`src/rtl/sysid_check_ctrl.sv`:
```
// Reads the sysid slave (word 0 = ID, word 1 = build timestamp), compares both words
// against expected values and reports match flags plus a saturating mismatch count.
// Optional periodic self-recheck is enabled by defining SYSID_CHECK_PERIODIC_EN.
module sysid_check_ctrl #(
    parameter logic [31:0] EXPECTED_ID    = 32'd0,
    parameter logic [31:0] EXPECTED_TS    = 32'd1392333275,
    parameter int unsigned READ_LATENCY   = 0,
    parameter int unsigned RECHECK_CYCLES = 1024
) (
    input  logic        clock,
    input  logic        reset,
    input  logic        start,
    output logic        busy,
    output logic        done,
    output logic        valid,
    output logic        id_ok,
    output logic        ts_ok,
    output logic        match,
    output logic [31:0] captured_id,
    output logic [31:0] captured_ts,
    output logic [7:0]  err_count,
    output logic        sysid_address,
    input  logic [31:0] sysid_readdata
);

    typedef enum logic [1:0] {
        S_IDLE  = 2'd0,
        S_RD_ID = 2'd1,
        S_RD_TS = 2'd2,
        S_DONE  = 2'd3
    } state_t;

    localparam logic [3:0] LAT = 4'(READ_LATENCY);

    state_t      state_q, state_d;
    logic [3:0]  cnt_q, cnt_d;
    logic        busy_q, busy_d;
    logic        done_q, done_d;
    logic        valid_q, valid_d;
    logic        id_ok_q, id_ok_d;
    logic        ts_ok_q, ts_ok_d;
    logic        match_q, match_d;
    logic [31:0] cap_id_q, cap_id_d;
    logic [31:0] cap_ts_q, cap_ts_d;
    logic [7:0]  err_q, err_d;
    logic        addr_q, addr_d;
    logic        auto_start_s;
    logic        start_s;
    logic        id_eq_s;
    logic        ts_eq_s;

`ifdef SYSID_CHECK_PERIODIC_EN
    logic [31:0] idle_cnt_q, idle_cnt_d;

    // Auto-start fires once the idle counter has spent RECHECK_CYCLES cycles in IDLE.
    always_comb begin
        auto_start_s = (state_q == S_IDLE) && (idle_cnt_q == 32'(RECHECK_CYCLES - 1));
        if ((state_q == S_IDLE) && !(start || auto_start_s)) begin
            idle_cnt_d = idle_cnt_q + 32'd1;
        end else begin
            idle_cnt_d = 32'd0;
        end
    end

    // Idle counter register.
    always_ff @(posedge clock) begin
        if (reset) begin
            idle_cnt_q <= 32'd0;
        end else begin
            idle_cnt_q <= idle_cnt_d;
        end
    end
`else
    assign auto_start_s = 1'b0;
`endif

    assign start_s = start | auto_start_s;
    assign id_eq_s = (cap_id_q == EXPECTED_ID);
    assign ts_eq_s = (cap_ts_q == EXPECTED_TS);

    // Next-state and registered-output logic for the read sequencer.
    always_comb begin
        state_d  = state_q;
        cnt_d    = cnt_q;
        busy_d   = busy_q;
        done_d   = 1'b0;
        valid_d  = valid_q;
        id_ok_d  = id_ok_q;
        ts_ok_d  = ts_ok_q;
        match_d  = match_q;
        cap_id_d = cap_id_q;
        cap_ts_d = cap_ts_q;
        err_d    = err_q;
        addr_d   = addr_q;
        case (state_q)
            S_IDLE: begin
                addr_d = 1'b0;
                if (start_s) begin
                    state_d = S_RD_ID;
                    cnt_d   = 4'd0;
                    busy_d  = 1'b1;
                end else begin
                    state_d = S_IDLE;
                end
            end
            S_RD_ID: begin
                if (cnt_q == LAT) begin
                    cap_id_d = sysid_readdata;
                    cnt_d    = 4'd0;
                    addr_d   = 1'b1;
                    state_d  = S_RD_TS;
                end else begin
                    cnt_d = cnt_q + 4'd1;
                end
            end
            S_RD_TS: begin
                if (cnt_q == LAT) begin
                    cap_ts_d = sysid_readdata;
                    cnt_d    = 4'd0;
                    addr_d   = 1'b0;
                    done_d   = 1'b1;
                    state_d  = S_DONE;
                end else begin
                    cnt_d = cnt_q + 4'd1;
                end
            end
            S_DONE: begin
                // Results become visible the cycle after the done pulse and hold until the next DONE.
                id_ok_d = id_eq_s;
                ts_ok_d = ts_eq_s;
                match_d = id_eq_s & ts_eq_s;
                valid_d = 1'b1;
                if (!(id_eq_s & ts_eq_s) && (err_q != 8'd255)) begin
                    err_d = err_q + 8'd1;
                end else begin
                    err_d = err_q;
                end
                busy_d  = 1'b0;
                addr_d  = 1'b0;
                state_d = S_IDLE;
            end
            default: begin
                state_d = S_IDLE;
                busy_d  = 1'b0;
                addr_d  = 1'b0;
                cnt_d   = 4'd0;
            end
        endcase
    end

    // State and output registers with synchronous reset.
    always_ff @(posedge clock) begin
        if (reset) begin
            state_q  <= S_IDLE;
            cnt_q    <= 4'd0;
            busy_q   <= 1'b0;
            done_q   <= 1'b0;
            valid_q  <= 1'b0;
            id_ok_q  <= 1'b0;
            ts_ok_q  <= 1'b0;
            match_q  <= 1'b0;
            cap_id_q <= 32'd0;
            cap_ts_q <= 32'd0;
            err_q    <= 8'd0;
            addr_q   <= 1'b0;
        end else begin
            state_q  <= state_d;
            cnt_q    <= cnt_d;
            busy_q   <= busy_d;
            done_q   <= done_d;
            valid_q  <= valid_d;
            id_ok_q  <= id_ok_d;
            ts_ok_q  <= ts_ok_d;
            match_q  <= match_d;
            cap_id_q <= cap_id_d;
            cap_ts_q <= cap_ts_d;
            err_q    <= err_d;
            addr_q   <= addr_d;
        end
    end

    assign busy          = busy_q;
    assign done          = done_q;
    assign valid         = valid_q;
    assign id_ok         = id_ok_q;
    assign ts_ok         = ts_ok_q;
    assign match         = match_q;
    assign captured_id   = cap_id_q;
    assign captured_ts   = cap_ts_q;
    assign err_count     = err_q;
    assign sysid_address = addr_q;

endmodule

```
`config.mk`:
```
export PLATFORM = sky130hd
export DESIGN_NAME = sysid_check_ctrl
export DESIGN_NICKNAME = d
export VERILOG_FILES = /design/src/rtl/sysid_check_ctrl.sv
export SDC_FILE = /design/constraint.sdc
export NUM_CORES = 1
export LEC_CHECK = 0
export CAP_MARGIN = 20
export CORE_MARGIN = 2
export CORE_UTILIZATION = 49
export DETAILED_ROUTE_END_ITERATION = 8
export PLACE_DENSITY = 0.91
export SETUP_SLACK_MARGIN = 0.05
export SYNTH_ARGS = -nofsm -noshare
export SYNTH_HDL_FRONTEND = slang
export SYNTH_SLANG_ARGS = --single-unit
```
`constraint.sdc`:
```
create_clock -name clock -period 3.5 [get_ports clock]
set_input_delay 0.35 -clock clock [delete_from_list [all_inputs] [get_ports clock]]
set_output_delay 0.35 -clock clock [all_outputs]
set_load 0.01 [all_outputs]
```
==> impl_metrics.py <==
metrics = {
    "synth": {
        "synth_flop_cell": "dfxtp_1",
        "avgSynthCellArea_um2": 8.00,
        "postSynthCellCount": 421,
        "synth.distinct_cells": 38,
        "synth_seq_cells": 85,
        "synthArstFlopShare_pct": 0,
        "ys_warn_count": 0,
        "netlist_area_mm2": 0.00337,
        "ys_seq_area_share_pct": 50.5,
        "synth_edf_count": 0,
        "syn-num-nets": 463,
        "yosysTopAreaCell": "dfxtp_1",
        "synth_area_leaders": "dfxtp_1 (51%), nand2_1 (16%), a21oi_1 (11%)",
        "synth.top_cell.area_share_pct": 50.5,
    },
    "die": {
        "core_area_mm2": 0.00672,
        "ios": 114,
        "rows": 30,
        "dieArea_mm2": 0.00756,
        "start_util_pct": 50.1,
        "fp.dieH_um": 86.9,
        "die_w_um": 86.9,
    },
    "grt": {
        "grt_pass1_vias": 3058,
        "grt_max_degree": 62,
        "grt_usage_pct": 24.5,
        "grt_first_pass_wirelength_um": 14700,
        "antenna_found_initial": 0,
        "gr-total-overflow": 0,
    },
    "timing": {
        "final_hold_viol_count": 0,
        "fin_crit_sh_pct": 61.0,
        "drv_slew": 0,
        "clock_skew_ns": 0.00782,
        "hold_slack_ns": 0.466,
        "slew_headroom_pct": 27.9,
        "fmax_ghz": 0.468,
        "tightest_slew_ns": 1.08,
        "grt_setup_unrepaired": "no",
        "fin_tns_setup_ns": 0,
        "setup_viol": 0,
        "min_period_ns": 2.14,
    },
    "place": {
        "routabilityCongestion": 0.818,
        "numPortBuffers": 113,
        "dpl.hpwl_um": 6710,
        "placed_area_mm2": 0.00455,
    },
    "finish": {
        "layout_commonest_cell": "nand2_1",
        "final_nets": 569,
        "final_cell_mix": "nand2_1 (141), clkdlybuf4s50_1 (112), dfxtp_1 (85)",
        "area_growth_pct": 42.1,
        "final_layout_size_suffix_gt1_share_pct": 4.90,
        "design_area_mm2": 0.00479,
        "antenna_cells": 0,
    },
    "worst_setup_path": {
        "end_kind": "flip-flop",
        "cp.required_ns": 3.73,
        "path_class": "flip-flop to flip-flop",
        "crit_family": "simple AND/OR/NAND/NOR gates",
        "ff2ff_path_depth": 6,
        "critPathBufInv": 0,
        "r2r_start": "captured_ts[3]",
        "r2r_slack_ns": 1.36,
        "start_kind": "flip-flop",
        "worstPathArrival_ns": 2.37,
        "worstPathMaxFanout": 9,
        "startpoint": "captured_ts[3]",
        "critPathMostFrequentCell": "nand4_1",
        "cpPeakStageDelay_ns": 0.42,
        "worstReg2RegEnd": "err_count[5]",
        "cp_slowest_cell": "nor4_2",
        "crit_chain": "nor4bb_1 -> nand4_1 -> nor4_2 -> a21oi_2 -> nand4_1 -> mux2_1",
    },
    "detailed_routing": {
        "drt-pass1-iter-count": 7,
        "ant_nets": 0,
        "via_per_inst": 5.41,
        "wl_um": 9320,
        "drt-initial-drc-count": 198,
        "drc": 0,
        "via_count": 3304,
        "wire_per_inst_um": 15.3,
    },
    "flow_run": {
        "maxCapViolCount": 0,
    },
    "clocking": {
        "cts_made_buffers": 9,
        "cts-root-buf": "clkbuf_8",
        "clk-insertion-delay-late_ns": 0.35,
        "post_cts_buffers": 0,
        "cts_buffer_depth": 2,
        "cts_hold_buffers": 0,
        "cts-resized-gates": 0,
        "cts_tree": "built",
        "clk_pin_slew_worst_paths_ns": 0.08,
        "cts.sinks": 85,
        "cts-htree-levels": 3,
    },
    "min_path": {
        "min_to": "captured_ts[3]",
        "hp-class": "flip-flop to flip-flop",
        "hold_depth": 2,
        "hp-start": "captured_ts[3]",
    },
    "pwr": {
        "leakage_nw": 1.68,
        "vdd_drop_max_uv": 239,
        "power_density_mw_per_mm2": 477,
    },
    "status": {
        "status": "finished clean",
    },
}
[how the worst max path moves through the flow]
stage,cells past startpoint,endpoint,slack (ns)
finish,6,err_count[5],1.36
global route,6,err_count[5],1.25
CTS,6,err_count[5],1.39
detailed placement,6,err_count[5],1.42
global placement,6,captured_id[19],1.48
floorplan,6,err_count[5],1.70
[metal layers]
metal / wire, um / track usage [%]
met4: 122 / 8.10
met2: 4630 / 41.2
met5: 0 / 0
met1: 3960 / 31.2
met3: 605 / 5.21
[cell usage after synthesis, types with 2 or more instances]
master,count
dfxtp_1,85
a32oi_1,2
buf_1,2
a21oi_1,76
o21ai_0,2
a211oi_1,2
a21oi_2,2
nor2b_1,4
nor3_1,4
and3_1,3
nor4bb_1,3
nor4_1,8
inv_1,6
a21bo_1,2
nand2_1,141
nor2_1,22
nand4_1,4
clkbuf_1,21
mux2i_1,2
ha_1,7
nand3b_1,2
nand3_1,4
xnor2_1,2
[final cells by class]
type                    instances  area (um^2)
clock buffers                  11          141
clock inverters                 4         72.6
fillers                       503         1930
inverters                       6         22.5
multi-input cells             307         1560
flip-flops and latches         85         1700
well taps                      80          100
repair buffers                118         1190
[flip-flops by register name, summed over array words and instances, names as in the netlist]
| signal | count |
|---|---|
| cnt_q | 4 |
| busy | 1 |
| err_count | 8 |
| sysid_address | 1 |
| ts_ok | 1 |
| captured_id | 32 |
| id_ok | 1 |
| done | 1 |
| valid | 1 |
| state_q | 2 |
| captured_ts | 32 |
| match | 1 |
[where the power goes]
| part | internal, mW | switching (mW) | total, mW |
|---|---|---|---|
| registers | 1.03 | 0.0511 | 1.08 |
| logic | 0.218 | 0.236 | 0.453 |
| clock network | 0.417 | 0.335 | 0.752 |
| total | 1.66 | 0.622 | 2.29 |
[per-stage QoR]
| step | util (%) | cells | total power, mW | setup WS, ns |
|---|---|---|---|---|
| 2_1_floorplan | - | 421 | 1.32 | 1.70 |
| 3_3_place_gp | 67.4 | 594 | 1.53 | 1.48 |
| 3_5_place_dp | 67.7 | 595 | 1.55 | 1.42 |
| 4_1_cts | 70.9 | 610 | 2.28 | 1.39 |
| 5_1_grt | 71.3 | 611 | 2.39 | 1.25 |
| 6_report | 71.3 | 611 | 2.29 | 1.36 |
[worst reg2reg max path: stages, from the launching register on]
cell and delay (ns):
dfxtp_1 0.34, nor4bb_1 0.36, nand4_1 0.19, nor4_2 0.42, a21oi_2 0.24, nand4_1 0.16
mux2_1 0.32
[logic make-up (layout without fill, tap and decap cells)]
| logic type | count (synthesis) | in the layout | synth area share [%] |
|---|---|---|---|
| buffers and inverters | 29 | 139 | 3.23 |
| adders and majority gates | 7 | 7 | 2.60 |
| DFF | 85 | 85 | 50.5 |
| muxes | 3 | 3 | 0.928 |
| xor gates and xnor gates | 3 | 3 | 0.780 |
| and+or+nand+nor | 205 | 205 | 27.7 |
| AOI/OAI and AO/OA | 89 | 89 | 14.3 |
Note: power is estimated with default switching activity, not from simulation.
